File: config.mk
export PLATFORM = sky130hd
export DESIGN_NAME = spi_master_param
export DESIGN_NICKNAME = d
export VERILOG_FILES = /design/src/rtl/spi_master_param.sv
export SDC_FILE = /design/constraint.sdc
export NUM_CORES = 1
export LEC_CHECK = 0
export CAP_MARGIN = 20
export CORE_AREA = 2 2 61 63
export DETAILED_ROUTE_END_ITERATION = 16
export DIE_AREA = 0 0 63 65
export PLACE_DENSITY_LB_ADDON = 0.2
export SYNTH_ARGS = -nofsm -noshare
export SYNTH_HDL_FRONTEND = slang
export SYNTH_SLANG_ARGS = --single-unit
File: constraint.sdc
create_clock -name clk -period 1.6 [get_ports clk]
set_clock_uncertainty 0.1 [all_clocks]
set_input_delay 0.4 -clock clk [delete_from_list [all_inputs] [get_ports clk]]
set_output_delay 0.4 -clock clk [all_outputs]
set_load 0.02 [all_outputs]
File: src/rtl/spi_master_param.sv
// Parametrised full-duplex SPI master: DATA_W-bit MSB-first words, CLK_DIV clk cycles per SCK half-period, all CPOL/CPHA modes.
// Optional build macro SPI_LOOPBACK_EN adds a per-transfer loopback input that routes internal MOSI into the receive path.
`timescale 1ns/1ps

module spi_master_param #(
   parameter int DATA_W  = 8,
   parameter int CLK_DIV = 4,
   parameter int NUM_CS  = 1,
   parameter int CS_W    = (NUM_CS > 1) ? $clog2(NUM_CS) : 1
) (
   input  logic              clk,
   input  logic              rst_n,
   input  logic              start,
   input  logic [DATA_W-1:0] tx_data,
   input  logic [CS_W-1:0]   cs_sel,
   input  logic              cpol,
   input  logic              cpha,
`ifdef SPI_LOOPBACK_EN
   input  logic              loopback,
`endif
   input  logic              MISO,
   output logic [DATA_W-1:0] rx_data,
   output logic              busy,
   output logic              done,
   output logic              MOSI,
   output logic              SCK,
   output logic [NUM_CS-1:0] CS_n
);

   localparam int DIV_W  = (CLK_DIV > 1) ? $clog2(CLK_DIV) : 1;
   localparam int EDGES  = 2 * DATA_W;
   localparam int EDGE_W = $clog2(EDGES + 1);

   localparam logic [DIV_W-1:0]  DIV_LAST  = DIV_W'(CLK_DIV - 1);
   localparam logic [EDGE_W-1:0] EDGE_LAST = EDGE_W'(EDGES - 1);

   typedef enum logic [1:0] {
      S_IDLE,
      S_SETUP,
      S_XFER,
      S_HOLD
   } state_e;

   state_e              state_q,  state_d;
   logic [DIV_W-1:0]    div_q,    div_d;
   logic [EDGE_W-1:0]   edge_q,   edge_d;
   logic [DATA_W-1:0]   shreg_q,  shreg_d;
   logic [DATA_W-1:0]   rx_q,     rx_d;
   logic [NUM_CS-1:0]   cs_n_q,   cs_n_d;
   logic                mosi_q,   mosi_d;
   logic                sck_q,    sck_d;
   logic                busy_q,   busy_d;
   logic                done_q,   done_d;
   logic                cpol_q,   cpol_d;
   logic                cpha_q,   cpha_d;
`ifdef SPI_LOOPBACK_EN
   logic                lb_q,     lb_d;
`endif

   logic div_tick;
   logic sck_edge;
   logic leading;
   logic last_edge;
   logic rx_bit;

   // Out-of-range selects leave every chip select high; the transfer still clocks.
   function automatic logic [NUM_CS-1:0] cs_decode(input logic [CS_W-1:0] sel);
      logic [NUM_CS-1:0] mask;
      mask = '1;
      for (int i = 0; i < NUM_CS; i++) begin
         if (int'(sel) == i) mask[i] = 1'b0;
      end
      return mask;
   endfunction

`ifdef SPI_LOOPBACK_EN
   assign rx_bit = lb_q ? mosi_q : MISO;
`else
   assign rx_bit = MISO;
`endif

   assign div_tick  = (div_q == DIV_LAST);
   assign leading   = ~edge_q[0];
   assign last_edge = (edge_q == EDGE_LAST);

   always_comb begin
      // NOTE: every _d takes its hold value first, so no branch can leave one unassigned and infer a latch.
      state_d  = state_q;
      div_d    = div_q;
      edge_d   = edge_q;
      shreg_d  = shreg_q;
      rx_d     = rx_q;
      cs_n_d   = cs_n_q;
      mosi_d   = mosi_q;
      sck_d    = sck_q;
      busy_d   = busy_q;
      done_d   = 1'b0;
      cpol_d   = cpol_q;
      cpha_d   = cpha_q;
`ifdef SPI_LOOPBACK_EN
      lb_d     = lb_q;
`endif
      sck_edge = 1'b0;

      unique case (state_q)
         S_IDLE: begin
            busy_d = 1'b0;
            div_d  = '0;
            edge_d = '0;
            if (start) begin
               state_d = S_SETUP;
               busy_d  = 1'b1;
               shreg_d = tx_data;
               cpol_d  = cpol;
               cpha_d  = cpha;
               sck_d   = cpol;
               cs_n_d  = cs_decode(cs_sel);
`ifdef SPI_LOOPBACK_EN
               lb_d    = loopback;
`endif
               // With cpha=1 the first bit only appears on the leading edge.
               if (!cpha) mosi_d = tx_data[DATA_W-1];
            end
         end

         S_SETUP, S_XFER: begin
            div_d    = div_tick ? '0 : div_q + DIV_W'(1);
            sck_edge = div_tick;
            if (div_tick && (state_q == S_SETUP)) state_d = S_XFER;
         end

         S_HOLD: begin
            div_d = div_tick ? '0 : div_q + DIV_W'(1);
            sck_d = cpol_q;
            if (div_tick) begin
               state_d = S_IDLE;
               done_d  = 1'b1;
               rx_d    = shreg_q;
               cs_n_d  = '1;
               edge_d  = '0;
            end
         end

         default: state_d = S_IDLE;
      endcase

      // One register serves both directions: MSB drives MOSI, sampled bits enter at the LSB.
      if (sck_edge) begin
         sck_d  = ~sck_q;
         edge_d = edge_q + EDGE_W'(1);
         if (leading ^ cpha_q) begin
            shreg_d = {shreg_q[DATA_W-2:0], rx_bit};
         end else if (!last_edge) begin
            mosi_d = shreg_q[DATA_W-1];
         end
         if (last_edge) state_d = S_HOLD;
      end
   end

   always_ff @(posedge clk or negedge rst_n) begin
      if (!rst_n) begin
         state_q <= S_IDLE;
         div_q   <= '0;
         edge_q  <= '0;
         shreg_q <= '0;
         rx_q    <= '0;
         cs_n_q  <= '1;
         mosi_q  <= 1'b0;
         sck_q   <= 1'b0;
         busy_q  <= 1'b0;
         done_q  <= 1'b0;
         cpol_q  <= 1'b0;
         cpha_q  <= 1'b0;
`ifdef SPI_LOOPBACK_EN
         lb_q    <= 1'b0;
`endif
      end else begin
         // NOTE: state registers use non-blocking assignment so every flop sees pre-edge values.
         state_q <= state_d;
         div_q   <= div_d;
         edge_q  <= edge_d;
         shreg_q <= shreg_d;
         rx_q    <= rx_d;
         cs_n_q  <= cs_n_d;
         mosi_q  <= mosi_d;
         sck_q   <= sck_d;
         busy_q  <= busy_d;
         done_q  <= done_d;
         cpol_q  <= cpol_d;
         cpha_q  <= cpha_d;
`ifdef SPI_LOOPBACK_EN
         lb_q    <= lb_d;
`endif
      end
   end

   assign rx_data = rx_q;
   assign busy    = busy_q;
   assign done    = done_q;
   assign MOSI    = mosi_q;
   assign SCK     = sck_q;
   assign CS_n    = cs_n_q;

endmodule

== Word level (Yosys, flattened, before mapping) ==
Cells that the tools add are included.

* Equal/unequal tests: 9
* Add/subtract/negate cells: 2
* Bitwise gates (word level): 3
* Multiplexer cells: 32
* Reductions and logical operators: 11

{| class="wikitable"
|+ Operator list
! kind !! number
|-
| $mux 8 || 4
|-
| $mux 1 || 15
|-
| $mux 2 || 6
|-
| $mux 5 || 2
|-
| $pmux 5 s2 || 1
|-
| $reduce_and 2->1 || 4
|-
| $eq 2x2->1 const B || 3
|-
| $ne 3x3->1 const B || 2
|-
| $pmux 2 s3 || 1
|-
| $add 5x1->5 const B || 1
|-
| $eq 5x4->1 const B || 1
|-
| $ne 2x2->1 const B || 2
|-
| $pmux 1 s2 || 2
|-
| $pmux 2 s2 || 1
|-
| $reduce_and 3->1 || 1
|-
| $reduce_bool 3->1 || 1
|-
| $reduce_or 3->1 || 1
|-
| $add 2x1->2 const B || 1
|-
| $eq 2x1->1 const B || 1
|-
| $logic_not 2->1 || 1
|-
| $not 1->1 || 2
|-
| $reduce_bool 2->1 || 1
|-
| $reduce_or 2->1 || 1
|-
| $logic_and 1x1->1 || 1
|-
| $xor 1x1->1 || 1
|}

* Word-level logic and storage cells: 69
* Register bits after elaboration: 32

== Depth between registers and ports, before layout ==
Gate-level depths: netlist of run 1.

* Depth in word-level cells: 6
* Depth in mapped cells: 7

== Worst setup path before layout of run 1 ==
OpenSTA, ideal clock, no wires.

* Path kind: register -> register
* From: register edge_q[0]
* To: register mosi_q, in the netlist MOSI
* Slack: -135 ps
* Cell stages (with the launch flop): 6
* Setup time: 125 ps
* Arrival time: 1,510 ps
* Period minus slack after synthesis: 1,735 ps
* Path through: dfrtp_1 ha_1 and3_1 ha_1 nor3_1 mux2_2

* Cells in the longest elaborated chain, start to end: 4
* Elaborated cells on any way between the ends: 6
* Those cells by class: eq/ne (1); mux (3); bitwise (2)

{| class="wikitable"
|+ RTL lines
! what !! RTL line !! text
|-
| start, declared || 46 || <nowiki>logic [EDGE_W-1:0] edge_q, edge_d;</nowiki>
|-
| start signal, assigned || 181 || <nowiki>edge_q <= edge_d;</nowiki>
|-
| $eq 5x4->1 / $not 1->1 (equally long branches) || 84, 83 ||
|-
| $mux 1 / $xor 1x1->1 (equally long branches) || 153, 151 ||
|-
| $mux 1 (*) || 151 || <nowiki>if (leading ^ cpha_q) begin</nowiki>
|-
| $mux 1 (*) || 148 || <nowiki>if (sck_edge) begin</nowiki>
|-
| named net mosi_d || 50 || <nowiki>logic mosi_q, mosi_d;</nowiki>
|-
| end signal, assigned || 185 || <nowiki>mosi_q <= mosi_d;</nowiki>
|-
| end, declared || 50 ||
|}

The timed path passes the listed nets; every way through them passes the cells marked *.
A chain may end at the register's enable or synchronous reset.

== Worst setup path after layout of run 1 ==
* From: register state_q[0]
* To: register mosi_q, in the netlist MOSI

* Cells in the longest elaborated chain, start to end: 5
* Elaborated cells on any way between the ends: 9
* Those cells by class: eq/ne (2); mux (5); reduce/logical (2)

{| class="wikitable"
|+ RTL lines
! what !! RTL line !! text
|-
| start, declared || 44 || <nowiki>state_e state_q, state_d;</nowiki>
|-
| start signal, assigned || 179 || <nowiki>state_q <= state_d;</nowiki>
|-
| $logic_not 2->1 || 105 || <nowiki>unique case (state_q)</nowiki>
|-
| $mux 1 || 105 ||
|-
| $mux 1 || 153 || <nowiki>end else if (!last_edge) begin</nowiki>
|-
| $mux 1 || 151 ||
|-
| $mux 1 (*) || 148 ||
|-
| named net mosi_d || 50 ||
|}

Marked as above.

==> results of run 1 <==
## cell families (layout without fill, tap and decap cells)
kind of cell,count (synthesis),in the layout,synth area share
flops,32,32,0.5293
simple gates,30,30,0.1115
xor+xnor,3,3,0.01734
fa+ha+maj,6,6,0.04954
compound gates,26,26,0.1032
buf+inv,10,60,0.03716
mux,21,21,0.1519
## cell usage after synthesis
master	number
nor2b_1	1
nand2b_1	3
mux2_2	11
nand2_1	5
nor2_1	8
o22ai_1	2
o21ai_1	3
nand3_1	3
nand2_8	1
a21oi_1	10
xnor2_1	2
dfrtp_1	31
mux2i_1	8
o22a_1	1
nor3_1	2
mux2_4	1
a21o_1	2
dfstp_2	1
o221ai_1	1
nand3_2	1
a22oi_1	1
buf_4	3
buf_6	1
a2bb2oi_1	1
a32o_1	1
and2b_2	1
o21ai_0	4
mux2_1	1
xor2_1	1
ha_1	6
nand2_2	2
nor2_2	1
inv_1	6
and3_1	2
## final cells by class
class	count	area [sq um]	share of cell area
inverters	6	22.52	0.01053
repair buffers	46	432.9	0.2025
flip-flops and latches	32	802.0	0.3751
clock buffers	5	37.54	0.01755
multi-input cells	86	740.7	0.3464
well taps	48	60.06	0.02809
clock inverters	3	42.54	0.01989
## state kept, by name (all words and copies together), names as in the netlist
| signal | count |
|---|---|
| rx_data | 8 |
| MOSI | 1 |
| state_q | 2 |
| busy | 1 |
| cpha_q | 1 |
| cpol_q | 1 |
| CS_n | 1 |
| done | 1 |
| shreg_q | 8 |
| div_q | 2 |
| edge_q | 5 |
| SCK | 1 |
## worst paths after layout
check | cells past startpoint | startpoint | slack, ns | endpoint
worst max-delay path | 6 | state_q[0]$_DFF_PN0_ | -0.03 | MOSI$_DFF_PN0_
worst min-delay path | 2 | rst_n | 0.32 | shreg_q[0]$_DFF_PN0_
worst max register to register | 6 | state_q[0]$_DFF_PN0_ | -0.03 | MOSI$_DFF_PN0_
worst min register to register | 1 | div_q[0]$_DFF_PN0_ | 0.34 | div_q[0]$_DFF_PN0_
max in group asynchronous | 2 | rst_n | 0.84 | CS_n$_DFFE_PN1P_
min in group clk | 1 | div_q[0]$_DFF_PN0_ | 0.34 | div_q[0]$_DFF_PN0_
## power by group through the flow
stage / combinational, W / sequential [W] / clock (W)
after floorplan: 0.000807 / 0.00138 / 0
after global placement: 0.00140 / 0.00129 / 0
after detailed placement: 0.00147 / 0.00131 / 0
after CTS: 0.00144 / 0.00129 / 0.000636
after global routing: 0.00162 / 0.00134 / 0.000676
final: 0.00147 / 0.00130 / 0.000617
## through the flow
step	setup slack, ns	instances	setup TNS [ns]
2_1_floorplan	-0.03052	128	-0.03052
3_3_place_gp	-0.3438	216	-2.859
3_5_place_dp	-0.3678	216	-3.116
4_1_cts	-0.05438	226	-0.4663
5_1_grt	-0.07902	226	-0.2162
6_report	-0.03030	226	-0.03030
## layout by cell type, fill, tap and decap left out, types with 2 or more instances in the layout
master / synthesis / routed
a21o_1: 2 / 2
a21oi_1: 10 / 10
buf_12: 0 / 3
buf_4: 3 / 16
clkbuf_4: 0 / 5
clkdlybuf4s15_1: 0 / 5
clkdlybuf4s50_1: 0 / 14
dfrtp_1: 31 / 31
dlygate4sd2_1: 0 / 6
ha_2: 0 / 3
ha_4: 0 / 2
inv_1: 6 / 4
inv_2: 0 / 2
mux2_2: 11 / 10
mux2_4: 1 / 2
mux2i_1: 8 / 8
nand2_1: 5 / 5
nand2_2: 2 / 2
nand2b_1: 3 / 3
nand3_1: 3 / 2
nand3_2: 1 / 2
nor2_1: 8 / 8
o21ai_0: 4 / 4
o21ai_1: 3 / 3
o22ai_1: 2 / 2
## repair_timing
item                                    in CTS  in global routing
buffers inserted                             2                  0
resized for setup                           20                 12
gates cloned                                 0                  0
endpoints found under the setup margin      16                 22
pin swaps                                    3                  1
## routing by layer
layer  global-route usage  up-vias  wire, um
met5                    0        -         0
met4              0.08333        0        61
met3              0.05729        7       149
met2               0.3298       24      1635
met1               0.2036      576      1308
li1                     -      544         -
==> run_results.csv, run 1 <==
group,metric,value,unit
timing,fin_ws,-0.03030,ns
route,via_count,1151,
worst_hold_path,min_path_type,"input pin to asynchronous set/reset pin",
die,boundaryPins,28,
die,rows,22,
clock_tree,clockBufferDepth,2,
logic_synthesis,synth_cells,128,
global_routing,grt_pass1_wl,5761,um
timing,hold_ws,0.3202,ns
timing,fin_crit,1.630,ns
outcome,violations,"setup timing",
setup_path,critPathRequiredTime,1.73,ns
power_and_ir_drop,p_per_area,1584,nW/um^2
timing,slew_violations,0,
route,drt_iter0_drc,32,
power_and_ir_drop,cellInternalPower,0.002185,W
finish,finalCoreUtilization,0.6117,
logic_synthesis,synth_area_leaders,"dfrtp_1 (51%), mux2_2 (8.2%), mux2i_1 (5.3%)",
logic_synthesis,synth_top_area_share,0.5120,
logic_synthesis,synth_top_cell_by_area,"dfrtp_1",
setup_path,crit_family,"multiplexers",
finish,fin_nets,198,
route,totalWireLength,3155,um
die,die_y,65,um
route,vias_per_cell,5.093,
power_and_ir_drop,power.leakage,0.9363,nW
timing,slew_headroom,0.8235,
global_routing,grt_antenna_before_repair,0,
place,placed_cell_area,2008,sq um
global_routing,grt_max_degree,33,
power_and_ir_drop,ir_worst_vdd,0.7222,mV
power_and_ir_drop,pwr-share-clk,0.182,
finish,syn2layout_area_growth,41.12,%
setup_path,critPathKind,"flip-flop to flip-flop",
setup_path,crit_chain,"inv_2, ha_4, nand2_8, nor2_4, mux2_4, mux2_4",
clock_tree,path_clk_slew,0.11,ns
route,first_pass_iters,4,
logic_synthesis,ys_ff_latch,32,
setup_path,cp-start-kind,"flip-flop",
finish,fillCellCount,319,
timing,final-hold-violation-count,0,
timing,period_share,1.019,
power_and_ir_drop,power,0.003388,W
die,dieWidth,63,um
setup_path,arrival,1.76,ns
run,max_cap_violations,0,
die,initial_utilization,0.4334,
route,wire_per_inst,13.96,um
outcome,outcome,"finished with violations",
logic_synthesis,synth_area,1515,sq um
global_routing,gr-total-overflow,0,
place,gp_congestion,0.8057,
timing,rsz0062_at_grt,"yes",
setup_path,crit_top_cell,"mux2_4",
finish,antenna_cells,0,
clock_tree,worstSkewPairLatency,0.34,ns
timing,max_clock_freq,613.4,MHz
power_and_ir_drop,seq_power_share,0.385,
logic_synthesis,syn_area_per_cell,11.84,sq um
setup_path,slowest_delay,0.43,ns
finish,finish.instance_area,2138,sq um
clock_tree,cts_buffers,5,
die,core,3496,sq um
setup_path,critical_path_buf_inv_count,1,
place,portBuffers,27,
clock_tree,clock_sinks,32,
setup_path,cp_max_fo,5,
timing,worstMarginPinSlew,0.2639,ns
setup_path,cp-end-kind,"flip-flop",
die,die_area,4095,sq um
power_and_ir_drop,switching_share,0.3549,
route,postRouteAntennaNets,0,
clock_tree,hold_buffers,0,
logic_synthesis,yosys_warnings,0,
setup_path,critPathSlowestCell,"dfrtp_1",
place,dp_hpwl,2340,um
power_and_ir_drop,power_frac_comb,0.433,
global_routing,grt_usage,0.1857,
clock_tree,cts_max_level,2,
logic_synthesis,synth_fp_nets,149,
logic_synthesis,ys_seq_area_frac,0.5293,
clock_tree,cts_root_buf,"clkbuf_4",
finish,drive_gt1_frac,0.3371,
clock_tree,cts_tree,"yes",
route,drc,0,
global_routing,grt_pass1_vias,1281,
logic_synthesis,ys_types,34,
power_and_ir_drop,switchingPower,0.001202,W
timing,setup_viol,1,
Note: power is estimated with default switching activity, not from simulation.
==> run 2, diff against run 1 <==
Settings changed: CORE_AREA 2 2 61 63 to 2 2 75 77, DIE_AREA 0 0 63 65 to 0 0 77 79, SETUP_SLACK_MARGIN set to 0.3.
==> run_results.csv, run 2 (synthesized netlist as in run 1, its figures left out) <==
group,metric,value,unit
outcome,outcome,"finished with violations",
outcome,violations,"setup timing",
power_and_ir_drop,cellInternalPower,0.002883,W
timing,tns,-0.004977,ns
timing,fin_ws,-0.004977,ns
power_and_ir_drop,ir_worst_vdd,0.6419,mV
route,drt_iter0_drc,35,
place,pre_cts_slack,-0.3339,ns
place,portBuffers,27,
timing,final-hold-violation-count,0,
power_and_ir_drop,power_frac_comb,0.527,
timing,setup_viol,1,
die,dieWidth,77,um
finish,fillCellCount,497,
timing,max_clock_freq,623.1,MHz
die,initial_utilization,0.2839,
power_and_ir_drop,switchingPower,0.001539,W
route,wire_per_inst,15.04,um
place,gp_congestion,0.7315,
timing,slew_violations,0,
die,core,5338,sq um
clock_tree,cts_tree,"yes",
clock_tree,cts_max_level,2,
place,dp_hpwl,2368,um
global_routing,grt_pass1_vias,1304,
timing,hold_ws,0.3912,ns
place,dp.cells,238,
timing,rsz0062_at_grt,"yes",
route,vias_per_cell,4.606,
die,die_y,79,um
finish,mostFrequentLayoutCell,"dfrtp_1",
clock_tree,clock_sinks,32,
clock_tree,cts_buffers,5,
clock_tree,path_clk_slew,0.07,ns
clock_tree,clockBufferDepth,2,
die,boundaryPins,28,
die,rows,27,
setup_path,critPathKind,"flip-flop to flip-flop",
timing,worstMarginPinSlew,0.3967,ns
global_routing,gr-total-overflow,0,
route,via_count,1262,
timing,fin_crit,1.605,ns
route,postRouteAntennaNets,0,
setup_path,cp_max_fo,2,
finish,fin_nets,222,
global_routing,grt_pass1_wl,6216,um
route,drc,0,
finish,syn2layout_area_growth,73.82,%
power_and_ir_drop,pwr-share-clk,0.170,
timing,period_share,1.003,
die,die_area,6083,sq um
global_routing,grt_usage,0.1310,
clock_tree,hold_buffers,0,
finish,drive_gt1_frac,0.5495,
global_routing,grt_max_degree,33,
finish,final_cell_mix,"dfrtp_1 (30), buf_4 (28), buf_6 (22)",
power_and_ir_drop,power.leakage,1.188,nW
timing,slew_headroom,0.7343,
global_routing,grt_antenna_before_repair,0,
route,first_pass_iters,4,
run,max_cap_violations,0,
finish,fin_cells,274,
route,totalWireLength,4122,um
worst_hold_path,min_path_type,"input pin to asynchronous set/reset pin",
power_and_ir_drop,seq_power_share,0.303,
power_and_ir_drop,switching_share,0.3481,
setup_path,cp-end-kind,"flip-flop",
setup_path,arrival,1.67,ns
setup_path,cp-start-kind,"flip-flop",
setup_path,critPathRequiredTime,1.66,ns
power_and_ir_drop,p_per_area,1679,nW/um^2
clock_tree,worstSkewPairLatency,0.28,ns
finish,antenna_cells,0,
clock_tree,cts_root_buf,"clkbuf_8",
==> run 2: what timing repair did <==
| item | 4_1_cts | 5_1_grt |
|---|---|---|
| buffers inserted | 14 | 11 |
| endpoints found under the setup margin | 42 | 44 |
| pin swaps | 19 | 8 |
| gates resized for setup | 124 | 14 |
| gates cloned | 1 | 2 |
==> run 2: cell type report <==
cell class,instances,area (sq um),share of cell area
clock buffers,6,72.57,0.02755
flip-flops and latches,32,803.3,0.3050
inverters,6,22.52,0.008551
well taps,72,90.09,0.03420
clock inverters,2,35.03,0.01330
repair buffers,68,676.9,0.2570
multi-input cells,88,933.4,0.3544
==> run 2: worst max-delay path: stages (launching register included) <==
cell and delay, ns:
dfrtp_1 0.39, ha_2 0.18, and3_4 0.18, ha_4 0.17
nor3_4 0.17, mux2_4 0.31
==> run 2: per-layer routing <==
layer / global-route usage / vias to the layer above / wire length [um]
li1: - / 596 / -
met3: 0.03409 / 2 / 138
met2: 0.2351 / 22 / 2206
met4: 0.03750 / 0 / 25
met5: 0 / - / 0
met1: 0.1550 / 642 / 1751
==> run 2: per-stage QoR <==
step	util	power [W]	instance area [sq um]
CTS	0.4590	0.004120	2450
finish	0.4934	0.004422	2634
detailed placement	0.3776	0.002765	2016
global placement	0.3776	0.002720	2016
global route	0.4934	0.004666	2634
floorplan	-	0.002234	1572
==> run 2: power by group through the flow <==
stage	Clock, W	Combinational (W)	Sequential [W]
3_3_place_gp	0	0.00143	0.00129
6_report	0.000751	0.00233	0.00134
4_1_cts	0.000777	0.00201	0.00133
2_1_floorplan	0	0.000854	0.00138
5_1_grt	0.000807	0.00249	0.00137
3_5_place_dp	0	0.00146	0.00130
==> run 2: final timing paths <==
kind | slack [ns] | to | cells past startpoint | from
min in group clk | 0.40 | edge_q[4]$_DFFE_PN0P_ | 2 | edge_q[4]$_DFFE_PN0P_
worst min register to register | 0.40 | edge_q[4]$_DFFE_PN0P_ | 2 | edge_q[4]$_DFFE_PN0P_
worst min-delay path | 0.39 | busy$_DFFE_PN0P_ | 2 | rst_n
worst max-delay path | -0.005 | MOSI$_DFF_PN0_ | 5 | edge_q[1]$_DFFE_PN0P_
worst max register to register | -0.005 | MOSI$_DFF_PN0_ | 5 | edge_q[1]$_DFFE_PN0P_
max in group asynchronous | 0.77 | CS_n$_DFFE_PN1P_ | 2 | rst_n
